## src/rtl/alu_bist.sv

```systemverilog
// alu_bist: LFSR-driven built-in self-test initiator for the 4-bit ALU.
// Define ALU_BIST_MISR_EN to compact every sampled result into an 8-bit MISR signature.
module alu_bist #(
   parameter int         NUM_VECTORS = 16,
   parameter logic [7:0] SEED        = 8'hA2
) (
   input  logic        clk,
   input  logic        rst,
   input  logic        start,
   output logic [3:0]  operand_a,
   output logic [3:0]  operand_b,
   output logic [2:0]  opcode,
   input  logic [7:0]  result,
   output logic        busy,
   output logic        done,
   output logic        pass,
   output logic [7:0]  fail_count,
   output logic [18:0] fail_vec,
   output logic [7:0]  signature
);
   typedef enum logic [1:0] {IDLE, DRIVE, SAMPLE, DONE} state_t;
   localparam logic [7:0] SEED_EFF = (SEED == 8'h00) ? 8'h01 : SEED;
   localparam logic [7:0] LAST_VEC = 8'(NUM_VECTORS - 1);
   state_t      state_q, state_d;
   logic [7:0]  lfsr_q, lfsr_d, lfsr_nx, vcnt_q, vcnt_d, fc_q, fc_d, expected;
   logic [2:0]  op_q, op_d;
   logic [18:0] fv_q, fv_d;
   logic        busy_q, busy_d, done_q, done_d, pass_q, pass_d, go, mismatch;
   assign go        = start && (state_q == IDLE || state_q == DONE);
   assign mismatch  = (state_q == SAMPLE) && (result != expected);
   assign lfsr_nx   = {lfsr_q[6:0], lfsr_q[7] ^ lfsr_q[5] ^ lfsr_q[4] ^ lfsr_q[3]};
   assign operand_a = lfsr_q[3:0];
   assign operand_b = lfsr_q[7:4];
   assign opcode     = op_q;
   assign busy       = busy_q;
   assign done       = done_q;
   assign pass       = pass_q;
   assign fail_count = fc_q;
   assign fail_vec   = fv_q;
   always_comb begin
      expected = 8'h00;
      case (op_q)
         3'd0:    expected = {4'h0, operand_a} + {4'h0, operand_b};
         3'd1:    expected = {4'h0, operand_a} - {4'h0, operand_b};
         3'd2:    expected = {4'h0, operand_a & operand_b};
         3'd3:    expected = {4'h0, operand_a | operand_b};
         3'd4:    expected = {4'h0, operand_a ^ operand_b};
         3'd5:    expected = {4'h0, operand_a} * {4'h0, operand_b};
         3'd6:    expected = {4'h0, ~operand_a};
         default: expected = {4'h0, ~(operand_a ^ operand_b)};
      endcase
   end
   // The LFSR doubles as the operand register, so it is not advanced after the
   // final vector and the operands hold their last driven values in DONE.
   always_comb begin
      state_d = state_q;
      lfsr_d  = lfsr_q;
      vcnt_d  = vcnt_q;
      op_d    = op_q;
      fc_d    = fc_q;
      fv_d    = fv_q;
      busy_d  = busy_q;
      done_d  = done_q;
      pass_d  = pass_q;
      case (state_q)
         DRIVE: state_d = SAMPLE;
         SAMPLE: begin
            state_d = DRIVE;
            op_d    = op_q + 3'd1;
            if (mismatch) begin
               fc_d = (fc_q == 8'hFF) ? fc_q : fc_q + 8'd1;
               fv_d = (fc_q == 8'h00) ? {op_q, operand_a, operand_b, result} : fv_q;
            end
            if (op_q == 3'd7 && vcnt_q == LAST_VEC) begin
               state_d = DONE;
               op_d    = op_q;
               busy_d  = 1'b0;
            end else if (op_q == 3'd7) begin
               lfsr_d = lfsr_nx;
               vcnt_d = vcnt_q + 8'd1;
            end
         end
         default: begin
            if (go) begin
               state_d = DRIVE;
               lfsr_d  = SEED_EFF;
               vcnt_d  = 8'h00;
               op_d    = 3'd0;
               fc_d    = 8'h00;
               fv_d    = 19'h0;
               busy_d  = 1'b1;
               done_d  = 1'b0;
               pass_d  = 1'b0;
            end else if (state_q == DONE) begin
               done_d = 1'b1;
               pass_d = (fc_q == 8'h00);
            end
         end
      endcase
   end
   always_ff @(posedge clk) begin
      if (rst) begin
         state_q <= IDLE;
         lfsr_q  <= 8'h00;
         vcnt_q  <= 8'h00;
         op_q    <= 3'd0;
         fc_q    <= 8'h00;
         fv_q    <= 19'h0;
         busy_q  <= 1'b0;
         done_q  <= 1'b0;
         pass_q  <= 1'b0;
      end else begin
         state_q <= state_d;
         lfsr_q  <= lfsr_d;
         vcnt_q  <= vcnt_d;
         op_q    <= op_d;
         fc_q    <= fc_d;
         fv_q    <= fv_d;
         busy_q  <= busy_d;
         done_q  <= done_d;
         pass_q  <= pass_d;
      end
   end
`ifdef ALU_BIST_MISR_EN
   logic [7:0] sig_q, sig_d;
   always_comb sig_d = go ? 8'h00 :
                       (state_q == SAMPLE) ? ({sig_q[6:0], sig_q[7] ^ sig_q[5] ^ sig_q[4] ^ sig_q[3]} ^ result) :
                       sig_q;
   always_ff @(posedge clk) sig_q <= rst ? 8'h00 : sig_d;
   assign signature = sig_q;
`else
   assign signature = 8'h00;
`endif
endmodule

```

## config.mk

```make
export PLATFORM = sky130hd
export DESIGN_NAME = alu_bist
export DESIGN_NICKNAME = d
export VERILOG_FILES = /design/src/rtl/alu_bist.sv
export SDC_FILE = /design/constraint.sdc
export NUM_CORES = 1
export LEC_CHECK = 0
export BUFFER_PORTS_ARGS = -buffer_cell sky130_fd_sc_hd__buf_2
export CAP_MARGIN = 0
export CORE_MARGIN = 10
export CORE_UTILIZATION = 50
export DETAILED_ROUTE_END_ITERATION = 16
export PLACE_DENSITY = 0.72
export REMOVE_ABC_BUFFERS = 1
export SLEW_MARGIN = 20
export SYNTH_ARGS = -nofsm -noshare
export SYNTH_HDL_FRONTEND = slang
export SYNTH_SLANG_ARGS = --single-unit
```

## constraint.sdc

```tcl
create_clock -name clk -period 7.51 [get_ports clk]
set_clock_uncertainty 0.15 [all_clocks]
set_input_delay 1.8775 -clock clk [delete_from_list [all_inputs] [get_ports clk]]
set_output_delay 1.8775 -clock clk [all_outputs]
set_load 0.03 [all_outputs]
```

Word-level counts from Yosys, hierarchy flattened

Cells that the tools add are included.

Register bits: 51
Input port bits: 11
Word-level logic and storage cells: 90

Add/subtract/negate cells: 5
$mul: 1
Equality and inequality tests: 19
Multiplexer cells: 29
Bitwise logic cells: 10
Reduce and logical (&&, ||, !) cells: 17

Operator list:

| cell                                          | number |
|---|---|
| two-way mux 8 bit                             | 8 |
| two-way mux 19 bit                            | 3 |
| one-hot mux 8 bit (7 select lines)            | 1 |
| one-hot mux 8 bit (2 select lines)            | 3 |
| one-hot mux 19 bit (2 select lines)           | 1 |
| adder 8 x 1 -> 8 bit, second input constant   | 2 |
| == test 3 bit, second input constant          | 4 |
| AND reduction 4 bit                           | 3 |
| == test 8 x 4 -> 1 bit, second input constant | 1 |
| == test 8 bit, second input constant          | 1 |
| zero test 8 bit                               | 1 |
| multiplier 4 x 4 -> 8 bit                     | 1 |
| != test 8 bit                                 | 1 |
| inverter 4 bit                                | 2 |
| == test 3 x 2 -> 1 bit, second input constant | 2 |
| two-way mux 1 bit                             | 6 |
| two-way mux 3 bit                             | 2 |
| != test 2 x 1 -> 1 bit, second input constant | 3 |
| != test 2 bit, second input constant          | 3 |
| one-hot mux 3 bit (2 select lines)            | 1 |
| AND reduction 3 bit                           | 2 |
| adder 4 x 4 -> 5 bit                          | 1 |
| subtractor 4 x 4 -> 5 bit                     | 1 |
| bitwise AND 4 bit                             | 1 |
| other kinds (19)                              | 27 |

Longest topological paths before layout

Gate-level depths: netlist (run 1).

Word-level depth: 7
Depth in mapped cells: 16
Depth with buffers taken out: 15

Worst setup path before layout (run 1)

Ideal clock, no wire load.

Kind: reg-to-reg
From: register lfsr_q[1]
To: register fc_q[7] (netlist: fail_count[7])
Setup time: 0.085 ns
Data arrival time: 4.041 ns
Setup slack: 3.234 ns
Cell stages (with the launch flop): 13
Period minus slack after synthesis: 4.276 ns
Cell sequence: dfxtp_1 > nand2_1 > fa_1 > fa_1 > inv_1 > ha_1 > a21o_1 > a221o_1 > a2111oi_2 > o21ai_2 > a2111o_1 > a311o_1 > o31ai_2

Cells in the longest elaborated chain, start to end: 7
Elaborated cells on any way between the ends: 13
Classes of those cells: add/sub: 2; mul: 1; eq/ne: 2; mux: 1; bitwise: 5; reduce/logical: 2

RTL lines:

| element                                                           | line | source |
|---|---|---|
| start, declared                                                   | 25   | `logic [7:0] lfsr_q, lfsr_d, lfsr_nx, vcnt_q, vcnt_d, fc_q, fc_d, expected;` |
| start signal, assigned                                            | 114  | `lfsr_q <= lfsr_d;` |
| branches (longest 2 deep; another with multiplier 4 x 4 -> 8 bit) | -    |  |
| one-hot mux 8 bit (7 select lines) (*)                            | 42   | `case (op_q)` |
| != test 8 bit (*)                                                 | 30   | `assign mismatch = (state_q == SAMPLE) && (result != expected);` |
| logical AND 1 bit (*)                                             | 30   |  |
| != test 2 bit (no source line) (*)                                | -    |  |
| AND reduction 4 bit (no source line) (*)                          | -    |  |
| end signal, assigned                                              | 107  | `fc_q <= 8'h00;` |
| end signal, assigned                                              | 117  | `fc_q <= fc_d;` |
| end, declared                                                     | 25   |  |

Mark *: on every way between the ends.
A chain may end at the register's enable or synchronous reset.

Worst setup path after layout (run 1)

From: register lfsr_q[1]
To: register fc_q[4] (netlist: fail_count[4])

Same word-level chain as after synthesis.

==> results of run 1 <==
[logic make-up after synthesis]
group | Yosys count
adder cells (fa/ha/maj) | 43
AND/OR/NAND/NOR | 138
buffers and inverters | 66
flip-flops | 51
multiplexers | 2
AO/OA/AOI/OAI | 129
other | 1
XOR/XNOR | 17
[cells in the final DEF, fill, tap and decap left out, types with 3 or more instances in the layout]
cell type | netlist | final
sky130_fd_sc_hd__nand4_1 | 22 | 22
sky130_fd_sc_hd__o21ai_1 | 22 | 22
sky130_fd_sc_hd__dfxtp_1 | 51 | 51
sky130_fd_sc_hd__a221oi_1 | 6 | 6
sky130_fd_sc_hd__nor2b_1 | 3 | 3
sky130_fd_sc_hd__nand2b_1 | 5 | 5
sky130_fd_sc_hd__o21ai_0 | 11 | 11
sky130_fd_sc_hd__clkbuf_8 | 0 | 7
sky130_fd_sc_hd__a31oi_1 | 3 | 3
sky130_fd_sc_hd__conb_1 | 1 | 8
sky130_fd_sc_hd__nor3_1 | 7 | 7
sky130_fd_sc_hd__a21oi_1 | 39 | 39
sky130_fd_sc_hd__fa_1 | 6 | 6
sky130_fd_sc_hd__a311o_1 | 3 | 3
sky130_fd_sc_hd__and3_1 | 4 | 4
sky130_fd_sc_hd__or4_4 | 3 | 3
sky130_fd_sc_hd__ha_1 | 37 | 37
sky130_fd_sc_hd__a211oi_1 | 7 | 7
sky130_fd_sc_hd__nor2_1 | 34 | 34
sky130_fd_sc_hd__o31ai_1 | 4 | 4
sky130_fd_sc_hd__nand3_1 | 16 | 16
sky130_fd_sc_hd__xnor2_1 | 6 | 6
sky130_fd_sc_hd__buf_4 | 9 | 4
sky130_fd_sc_hd__a22oi_1 | 5 | 5
sky130_fd_sc_hd__xor2_1 | 10 | 10
sky130_fd_sc_hd__inv_1 | 33 | 33
sky130_fd_sc_hd__o22ai_1 | 3 | 3
sky130_fd_sc_hd__and2_1 | 3 | 3
sky130_fd_sc_hd__nand2_1 | 27 | 27
sky130_fd_sc_hd__buf_2 | 4 | 51
[per-layer routing]
metal  GRT usage (%)  up-vias  share of wire (%)
li1                -     1672                  -
met1            22.5     1634                 44
met2            28.7      113                 47
met3            3.44        9                7.1
met4            4.26        0                1.2
met5               0        -                  0
[how the worst min path moves through the flow]
stage                       startpoint      endpoint  slack (ps)  cells past startpoint
after global routing       fail_vec[2]   fail_vec[2]         340                      2
after detailed placement  fail_vec[17]  fail_vec[17]         320                      2
after global placement    fail_vec[18]  fail_vec[18]         310                      2
final                      fail_vec[5]   fail_vec[5]         330                      2
after CTS                  fail_vec[5]   fail_vec[5]         340                      2
after floorplan              vcnt_q[0]     vcnt_q[0]         310                      1
[synthesized netlist by cell type, drive strengths merged (2+ instances only)]
cell type  count
clkbuf        13
nor4b          2
nor4           2
a211oi         7
a221oi         7
dfxtp         51
o31ai          6
buf           19
a21oi         41
o21ai         34
a22oi          5
inv           34
or3            2
or4            5
a31oi          4
a311o          3
and2           3
nand3b         2
nor2b          3
nand3         16
nor3           7
xnor2          6
nor2          34
ha            37
fa             6
nand2         28
a2111oi        3
and3           4
o21bai         2
nand4         22
xor2          10
o22ai          3
nand2b         6
[flip-flops by register name, indices dropped and copies added (netlist names)]
| register | count |
|---|---|
| fail_vec | 19 |
| fail_count | 8 |
| lfsr_q | 8 |
| vcnt_q | 8 |
| opcode | 3 |
| state_q | 2 |
| busy | 1 |
| done | 1 |
| pass | 1 |
[layout make-up]
class / instances / area, um^2
multi-input cells: 337 / 2420
fillers: 719 / 3180
repair buffers: 55 / 285
flip-flops and latches: 51 / 1020
inverters: 34 / 128
clock buffers: 8 / 100
well taps: 99 / 124
[power groups by stage]
| stage | logic, mW | clock network [mW] | registers, mW |
|---|---|---|---|
| finish | 0.359 | 0.174 | 0.316 |
| global route | 0.395 | 0.187 | 0.319 |
| CTS | 0.358 | 0.178 | 0.315 |
| detailed placement | 0.354 | 0 | 0.321 |
| global placement | 0.346 | 0 | 0.318 |
| floorplan | 0.227 | 0 | 0.338 |
[worst reg2reg max path: cells and delay by family (launching register included)]
family	cells	cell delay, ps
buffers and inverters	1	70
AO/OA/AOI/OAI	7	2250
AND/OR/NAND/NOR	1	140
flip-flops	1	590
adder cells (fa/ha/maj)	3	1350
XOR/XNOR	1	120
[metrics by stage]
step | instances | setup slack [ps] | hold WS [ps]
4_1_cts | 584 | 2790 | 335
3_5_place_dp | 576 | 2820 | 321
2_1_floorplan | 422 | 2850 | 311
5_1_grt | 584 | 2520 | 345
3_3_place_gp | 576 | 2930 | 314
6_report | 584 | 2770 | 333
==> parameters.txt, run 1 <==
Parameter                              Value

Synth
  Number of distinct library cells after synthesis    67
  Mapped cell area    3740 um^2
  Share of synthesized registers carrying an async set or reset    0%
  Share of the synthesized netlist area taken by xor and xnor gates    4.34%
  Mean instance size in the synthesized netlist    8.37 um^2
  Number of warnings reported in the yosys synthesis log    0
  Synth top area cells    sky130_fd_sc_hd__dfxtp_1, sky130_fd_sc_hd__ha_1, sky130_fd_sc_hd__a21oi_1
  Area leader, netlist    sky130_fd_sc_hd__dfxtp_1
  Dominant register cell in the synthesized netlist    sky130_fd_sc_hd__dfxtp_1
  Number of synthesized register bits    51
  Share of synthesized area occupied by flip-flops and latches    27.3%
  Count of mapped cells out of synthesis    447
  Post-synthesis share of cell area spent on and, or, nand and nor gates    19.4%
  Post-synthesis compound-gate area fraction    23.9%
  Dominant combinational cell family by area after synthesis    compound AO/OA/AOI/OAI gates
  Number of enable-type register cells in the synthesized netlist    0
  Top cell type's share of synthesized area    27.3%
  Synthesized-area fraction occupied by adder cells    15.6%
  Mux contribution to synthesized area    0.568%

Power and ir drop
  Pwr Density    208 nW/um^2
  Cell internal power dissipation    487 uW
  Net switching share of the total power    42.6%
  Net switching power    362 uW
  Total power    849 uW
  Sequential share of power    37.2%
  Max IR drop VDD    0.000181 V
  Part of the power in combinational logic    42.2%
  Static power due to leakage    1.67 nW
  Share of power burned in the clock network    20.5%

Clock tree
  Master cell of the clock root buffer    sky130_fd_sc_hd__clkbuf_8
  Htree depth    2
  Clock slew at the register clock pins of the worst setup and hold paths    90 ps
  Sink count of the clock tree    51
  Deepest clock path buffer count    2
  Post-CTS sizing    0
  Hold-fix buffers at CTS    0
  Setup repair bufs after CTS    0
  CTS Buf Count    5
  Clock insertion delay at the later pin of the skew report    300 ps
  TritonCTS clock tree    done

Setup path
  Levels on crit path    13
  Required time at the worst-slack endpoint    7580 ps
  Critical Path, Cell by Cell    nand2_1, fa_1, fa_1, inv_1, ha_1, a21o_1, a21oi_2, xnor2_1, a2111oi_2, o22ai_1, a2111o_1, a311o_1, o31ai_1
  Critical path launch point type    flip-flop
  Buffers & Inverters on Critical Path    1
  Timing startpoint of the critical path    lfsr_q[1]
  Delay contributed by the slowest stage of the critical path    770 ps
  Startpoint-to-endpoint class of the critical path    flip-flop to flip-flop
  Crit path top cell by count    sky130_fd_sc_hd__fa_1
  Critical Path AT    4810 ps
  Worst reg2reg endpoint    fail_count[4]
  Worst reg-to-reg setup slack    2770 ps
  Cell type group with the largest total delay on the critical path    compound AO/OA/AOI/OAI gates
  Critical path endpoint category    flip-flop
  Depth of the worst register-to-register path    13
  Cell at the slowest stage of the critical path    sky130_fd_sc_hd__a2111o_1
  CP Capture Point    fail_count[4]
  Reg-to-Reg Start    lfsr_q[1]
  Peak fanout along the critical path    25

Floorplan
  Core Area    7250 um^2
  Std-Cell Rows    31
  Boundary Pins    60
  Height of the chip    107 um
  Die outline width    107 um
  Die footprint    11,300 um^2
  Effective utilization at floorplan    51.6%

Finish
  Relative area change from synthesis to final layout    8.86%
  Count of antenna diodes in the layout    0
  Finished layout cell area    4080 um^2
  Final layout net count    538
  Fraction of the core area covered by cells at the end of the flow    56.2%
  Fraction of layout cells with a size suffix above 1    16.7%

Global routing
  Total grt overflow    0
  Gr usage total    17.3%
  Number of antenna violations at the first check in global routing    0
  Pin count of the biggest net entering global routing    46
  Vias in the first global route    3,321
  Global-route wire length before repair    16.7 mm

Detailed routing
  Length of the first detailed-routing pass in iterations    5
  Antenna Nets Post-Route    0
  Starting DRT DRC Count    246
  Number of design rule violations left after detail routing    0
  Average wire per standard cell    17.1 um
  Sum of routed wire length over all layers    10.0 mm
  Per-cell via count in the routed design    5.87
  Vias after detailed routing    3,428

Status
  Status    completed

Place
  Global placement routability congestion    0.936
  Count of buffers inserted at the top-level ports    51
  Placement-stage cell area    3980 um^2
  HPWL Detailed    7.34 mm

Flow run
  Max cap viols    0

Timing
  Number of endpoints failing setup at the final stage    0
  Number of pins exceeding their max-slew limit in the final report    0
  Setup repair after global routing missed its margin    false
  Max_slew headroom    43.6%
  Final Cycle Share    63.1%
  Fin Setup TNS    0 ps
  Final Hold Violating Endpoints    0
  Worst-margin pin slew    845 ps
  Peak clock frequency supported by timing    0.211 GHz
  Final min period    4740 ps

Hold path
  Path type of the worst min-delay path    flip-flop to flip-flop
Note: power is estimated with default switching activity, not from simulation.
==> run 2: changes to the inputs <==
==> constraint.sdc (replaced) <==
create_clock -name clk -period 4.9 [get_ports clk]
set_clock_uncertainty 0.15 [all_clocks]
set_input_delay 1.225 -clock clk [delete_from_list [all_inputs] [get_ports clk]]
set_output_delay 1.225 -clock clk [all_outputs]
set_load 0.03 [all_outputs]
==> parameters.txt, run 2 (same netlist as run 1, synthesis figures left out) <==
Parameter                              Value

Setup path
  Critical Path AT    4690 ps (-120 ps)
  Cell at the slowest stage of the critical path    sky130_fd_sc_hd__a2111o_2
  Critical path launch point type    flip-flop
  Buffers & Inverters on Critical Path    1 (unchanged)
  Peak fanout along the critical path    25 (unchanged)
  Worst reg-to-reg setup slack    290 ps (-2480 ps)
  Critical path endpoint category    flip-flop
  Delay contributed by the slowest stage of the critical path    690 ps (-80 ps)
  Startpoint-to-endpoint class of the critical path    flip-flop to flip-flop
  Required time at the worst-slack endpoint    4980 ps (-2600 ps)
  Critical Path, Cell by Cell    nand2_1, fa_1, fa_1, inv_1, fa_1, nand3_1, a211o_1, o21ai_0, a2111oi_2, o22ai_1, a2111o_2, a311o_1, o31ai_2
  Cell type group with the largest total delay on the critical path    compound AO/OA/AOI/OAI gates
  Crit path top cell by count    sky130_fd_sc_hd__fa_1

Timing
  Number of endpoints failing setup at the final stage    0 (unchanged)
  Peak clock frequency supported by timing    0.217 GHz (+2.8%)
  Worst-margin pin slew    807 ps (-38.2 ps)
  Final Hold Violating Endpoints    0 (unchanged)
  Final Cycle Share    94.1% (+31 points)
  Setup repair after global routing missed its margin    false
  Number of pins exceeding their max-slew limit in the final report    0 (unchanged)
  Fin Setup TNS    0 ps (unchanged)
  Max_slew headroom    46.2% (+2.5 points)
  Final min period    4610 ps (-127 ps)

Global routing
  Gr usage total    17.2% (-0.075 points)
  Total grt overflow    0 (unchanged)
  Global-route wire length before repair    16.4 mm (-1.3%)
  Vias in the first global route    3,377 (+1.7%)
  Pin count of the biggest net entering global routing    46 (unchanged)
  Number of antenna violations at the first check in global routing    0 (unchanged)

Finish
  Area of the multi-input gates    2420 um^2 (about the same)
  Fraction of the core area covered by cells at the end of the flow    57.2% (+0.98 points)
  Count of antenna diodes in the layout    0 (unchanged)
  Final std cells w/o fill    589 (+0.86%)
  Fraction of layout cells with a size suffix above 1    17.8% (+1.1 points)
  Max reg flops    19 (unchanged)
  Final layout net count    543 (+0.93%)
  Relative area change from synthesis to final layout    10.8%
  Filler Cell Count    705 (-1.9%)
  Area taken by flip-flops and latches    1020 um^2 (unchanged)
  Finished layout cell area    4150 um^2 (+1.8%)
  Commonest non-fill, non-tap cells in the layout    sky130_fd_sc_hd__dfxtp_1, sky130_fd_sc_hd__buf_2, sky130_fd_sc_hd__a21oi_1

Floorplan
  Die outline width    107 um (unchanged)
  Effective utilization at floorplan    51.6% (unchanged)
  Die footprint    11,300 um^2 (unchanged)
  Height of the chip    107 um (unchanged)
  Std-Cell Rows    31 (unchanged)
  Core Area    7250 um^2 (unchanged)
  Boundary Pins    60 (unchanged)

Power and ir drop
  Sequential share of power    33.8% (-3.4 points)
  Net switching power    556 uW (+54%)
  Part of the power in combinational logic    41.3% (-0.9 points)
  Max IR drop VDD    0.000306 V (+69%)
  Pwr Density    334 nW/um^2 (+60%)
  Total power    1.38 mW (+63%)
  Static power due to leakage    1.71 nW (+2.5%)
  Cell internal power dissipation    829 uW (+70%)
  Net switching share of the total power    40.2% (-2.5 points)
  Share of power burned in the clock network    24.9% (+4.4 points)

Status
  Status    completed

Place
  Count of buffers inserted at the top-level ports    51 (unchanged)
  Global placement routability congestion    0.954 (+1.9%)
  HPWL Detailed    7.48 mm (+1.9%)
  Placement-stage cell area    4010 um^2 (+0.94%)
  Number of placed cells counting well taps    581 (+0.87%)

Detailed routing
  Average wire per standard cell    17.0 um (-1.1%)
  Antenna Nets Post-Route    0 (unchanged)
  Starting DRT DRC Count    264 (+7.3%)
  Number of design rule violations left after detail routing    0 (unchanged)
  Routed met2 length    4.84 mm (+1.9%)
  Length of the first detailed-routing pass in iterations    5 (unchanged)
  Sum of routed wire length over all layers    9.98 mm (-0.26%)
  Wire length on met3    623 um (-12%)
  Per-cell via count in the routed design    5.83 (-0.62%)
  Sum of routed wire segments on met1    4.36 mm (-1.7%)
  Highest Signal Layer    met4
  Vias after detailed routing    3,436 (+0.23%)

Flow run
  Max cap viols    0 (unchanged)

Clock tree
  TritonCTS clock tree    done
  Master cell of the clock root buffer    sky130_fd_sc_hd__clkbuf_8
  Hold-fix buffers at CTS    0 (unchanged)
  Clock slew at the register clock pins of the worst setup and hold paths    90 ps (about the same)
  Sink count of the clock tree    51 (unchanged)
  Htree depth    2 (unchanged)
  CTS Buf Count    5 (unchanged)
  Clock insertion delay at the later pin of the skew report    310 ps (about the same)
  Deepest clock path buffer count    2 (unchanged)

Hold path
  Path type of the worst min-delay path    flip-flop to flip-flop
## run 2: cell count changes in the layout (fill, tap and decap cells not counted)
| cell | previous run | this run |
|---|---|---|
| sky130_fd_sc_hd__buf_4 | 4 | 9 |
| sky130_fd_sc_hd__bufinv_16 | 0 | 2 |
| sky130_fd_sc_hd__clkbuf_8 | 7 | 5 |
| sky130_fd_sc_hd__a2111o_1 | 1 | 0 |
| sky130_fd_sc_hd__a2111o_2 | 0 | 1 |
## run 2: worst min-delay path, delay by kind of cell (launching register included)
kind	cells	cell delay [ps]
flops	1	320
compound gates	2	130
## run 2: final timing paths
check,start,end,depth (start not counted)
setup reg to reg,lfsr_q[5],fail_count[7],13
setup / recovery,lfsr_q[5],fail_count[7],13
hold reg to reg,fail_vec[2],fail_vec[2],2
hold / removal,fail_vec[2],fail_vec[2],2
## run 2: cell type report
cell class              instances  area share (%)
clock buffers                   6            1.75
clock inverters                 2            1.45
inverters                      34            3.08
multi-input cells             337            58.3
flip-flops and latches         51            24.6
well taps                      99            2.99
repair buffers                 60            7.79
## run 2: stage by stage
stage / setup slack (ps) / hold WS, ps
finish: 287 / 334
CTS: 218 / 337
global route: 38.9 / 355
global placement: 399 / 314
detailed placement: 243 / 322
floorplan: 241 / 311
## run 2: layer usage
| metal | GRT usage [%] | up-vias |
|---|---|---|
| li1 | - | 1684 |
| met1 | 21.4 | 1617 |
| met2 | 29.5 | 118 |
| met3 | 3.80 | 17 |
| met4 | 4.55 | 0 |
| met5 | 0 | - |
## run 2: power by group through the flow
stage          logic, mW  clock network (mW)  registers [mW]
3_3_place_gp       0.557                   0           0.475
5_1_grt            0.623               0.367           0.471
4_1_cts            0.569               0.351           0.468
3_5_place_dp       0.565                   0           0.477
6_report           0.571               0.346           0.468
2_1_floorplan      0.348                   0           0.518
## run 2: timing repair
item / in CTS / in global routing
setup endpoints to repair: 0 / 3
gates resized for setup: 0 / 1
setup buffers: 0 / 0
==> run 3: changes to the inputs <==
--- a/config.mk
+++ b/config.mk
@@ -5,7 +5,7 @@
 export SDC_FILE = /design/constraint.sdc
 export NUM_CORES = 1
 export LEC_CHECK = 0
-export BUFFER_PORTS_ARGS = -buffer_cell sky130_fd_sc_hd__buf_2
+export BUFFER_PORTS_ARGS = -buffer_cell sky130_fd_sc_hd__buf_4
 export CAP_MARGIN = 0
 export CORE_MARGIN = 10
 export CORE_UTILIZATION = 50
==> parameters.txt, run 3 (same netlist as run 1, synthesis figures left out) <==
Parameter                              Value

Floorplan
  Die footprint    11,300 um^2 (unchanged)
  Height of the chip    107 um (unchanged)
  Std-Cell Rows    31 (unchanged)
  Core Area    7250 um^2 (unchanged)
  Effective utilization at floorplan    51.6% (unchanged)
  Die outline width    107 um (unchanged)
  Boundary Pins    60 (unchanged)

Clock tree
  Clock slew at the register clock pins of the worst setup and hold paths    100 ps (about the same)
  Clock insertion delay at the later pin of the skew report    300 ps (about the same)
  Setup repair bufs after CTS    0 (unchanged)
  Post-CTS sizing    0 (unchanged)
  TritonCTS clock tree    done
  Deepest clock path buffer count    2 (unchanged)
  Master cell of the clock root buffer    sky130_fd_sc_hd__clkbuf_8
  CTS Buf Count    5 (unchanged)
  Htree depth    2 (unchanged)
  Sink count of the clock tree    51 (unchanged)
  Hold-fix buffers at CTS    0 (unchanged)

Global routing
  Total grt overflow    0 (unchanged)
  Pin count of the biggest net entering global routing    46 (unchanged)
  Gr usage total    17.3% (+0.064 points)
  Vias in the first global route    3,382 (+0.15%)
  Global-route wire length before repair    16.7 mm (+1.5%)
  Number of antenna violations at the first check in global routing    0 (unchanged)

Timing
  Final Hold Violating Endpoints    0 (unchanged)
  Max_slew headroom    45.0% (-1.2 points)
  Final Cycle Share    95.6% (+1.4 points)
  Worst-margin pin slew    824 ps (+17.1 ps)
  Number of endpoints failing setup at the final stage    0 (unchanged)
  Final min period    4680 ps (+70.5 ps)
  Min Hold Slack    332 ps (-1.62 ps)
  Setup repair after global routing missed its margin    false
  Fin Setup TNS    0 ps (unchanged)
  Number of pins exceeding their max-slew limit in the final report    0 (unchanged)
  Peak clock frequency supported by timing    0.214 GHz (-1.5%)

Setup path
  Crit path top cell by count    sky130_fd_sc_hd__fa_1
  Critical Path, Cell by Cell    nand2_1, fa_1, fa_1, inv_1, fa_1, nand3_1, a211o_1, o21ai_0, a2111oi_2, o22ai_1, a2111o_1, a311o_1, o31ai_2
  Critical Path AT    4760 ps (+70 ps)
  Cell at the slowest stage of the critical path    sky130_fd_sc_hd__a2111o_1
  Required time at the worst-slack endpoint    4980 ps (about the same)
  Critical path endpoint category    flip-flop
  Peak fanout along the critical path    25 (unchanged)
  Startpoint-to-endpoint class of the critical path    flip-flop to flip-flop
  Critical path launch point type    flip-flop
  Worst reg-to-reg setup slack    220 ps (-70 ps)
  Delay contributed by the slowest stage of the critical path    760 ps (+70 ps)

Detailed routing
  Sum of routed wire length over all layers    10.1 mm (+0.67%)
  Average wire per standard cell    17.1 um (+0.84%)
  Per-cell via count in the routed design    5.91 (+1.3%)
  Number of design rule violations left after detail routing    0 (unchanged)
  Starting DRT DRC Count    216 (-18%)
  Length of the first detailed-routing pass in iterations    4 (-1)
  Vias after detailed routing    3,474 (+1.1%)
  Antenna Nets Post-Route    0 (unchanged)

Place
  Placement-stage cell area    4130 um^2 (+3.0%)
  HPWL Detailed    7.53 mm (+0.65%)
  Global placement routability congestion    0.957 (+0.37%)
  Count of buffers inserted at the top-level ports    51 (unchanged)

Power and ir drop
  Total power    1.30 mW (-6.5%)
  Static power due to leakage    1.69 nW (-1.6%)
  Sequential share of power    36.2% (+2.4 points)
  Share of power burned in the clock network    18.8% (-6.1 points)
  Net switching share of the total power    43.2% (+3.0 points)
  Pwr Density    307 nW/um^2 (-8.1%)
  Net switching power    559 uW (+0.48%)
  Max IR drop VDD    0.000221 V (-28%)
  Cell internal power dissipation    736 uW (-11%)
  Part of the power in combinational logic    45.0% (+3.7 points)

Hold path
  Path type of the worst min-delay path    flip-flop to flip-flop

Finish
  Most frequent standard cell in the layout excluding fill and tap cells    sky130_fd_sc_hd__buf_4
  Finished layout cell area    4220 um^2 (+1.8%)
  Count of antenna diodes in the layout    0 (unchanged)
  Relative area change from synthesis to final layout    12.8%
  Fraction of the core area covered by cells at the end of the flow    58.2% (+1.0 points)
  Max reg flops    19 (unchanged)
  Commonest non-fill, non-tap cells in the layout    sky130_fd_sc_hd__buf_4, sky130_fd_sc_hd__dfxtp_1, sky130_fd_sc_hd__a21oi_1
  Fraction of layout cells with a size suffix above 1    17.6% (-0.17 points)
  Final layout net count    542 (-0.18%)

Flow run
  Max cap viols    0 (unchanged)

Status
  Status    completed
-- run 3: cell count changes in the layout (fill, tap and decap cells not counted), sizes merged --
cell / change
clkinvlp: +2
clkbuf: -1
buf: -1
clkinv: +1
bufinv: -2
-- run 3: area by class of cell --
class	instances	area (um^2)
Clock buffer	5	68.8
Tap cell	99	124
Timing Repair Buffer	59	443
Clock inverter	3	20.0
Fill cell	673	3030
Sequential cell	51	1020
Multi-Input combinational cell	337	2420
Inverter	34	128
-- run 3: path summary, 6_finish.rpt --
path / from / end / cells after the start
max: lfsr_q[5] / fail_count[7] / 13
max reg2reg: lfsr_q[5] / fail_count[7] / 13
min reg2reg: fail_vec[5] / fail_vec[5] / 2
min: fail_vec[5] / fail_vec[5] / 2
-- run 3: power by group through the flow --
stage | logic [mW] | clock network [mW] | registers (mW)
global placement | 0.570 | 0 | 0.475
detailed placement | 0.578 | 0 | 0.478
global route | 0.646 | 0.263 | 0.472
CTS | 0.581 | 0.251 | 0.468
finish | 0.583 | 0.243 | 0.469
floorplan | 0.348 | 0 | 0.518
-- run 3: per-layer routing --
| layer | global-route usage [%] | vias up | share of wire (%) |
|---|---|---|---|
| li1 | - | 1689 | - |
| met5 | 0 | - | 0 |
| met1 | 22.0 | 1673 | 44 |
| met2 | 28.6 | 97 | 49 |
| met4 | 5.42 | 0 | 2.0 |
| met3 | 3.68 | 15 | 5.3 |
-- run 3: through the flow --
step,instances,setup slack [ps]
6_report,588,217
5_1_grt,588,1.11
4_1_cts,588,260
3_5_place_dp,580,275
3_3_place_gp,580,409
2_1_floorplan,422,241
-- run 3: worst max-delay path, delay by kind of cell (launching register included) --
family	cells	cell delay, ps
compound gates	7	2040
fa+ha+maj	3	1500
buf+inv	1	70
flops	1	580
simple gates	2	260
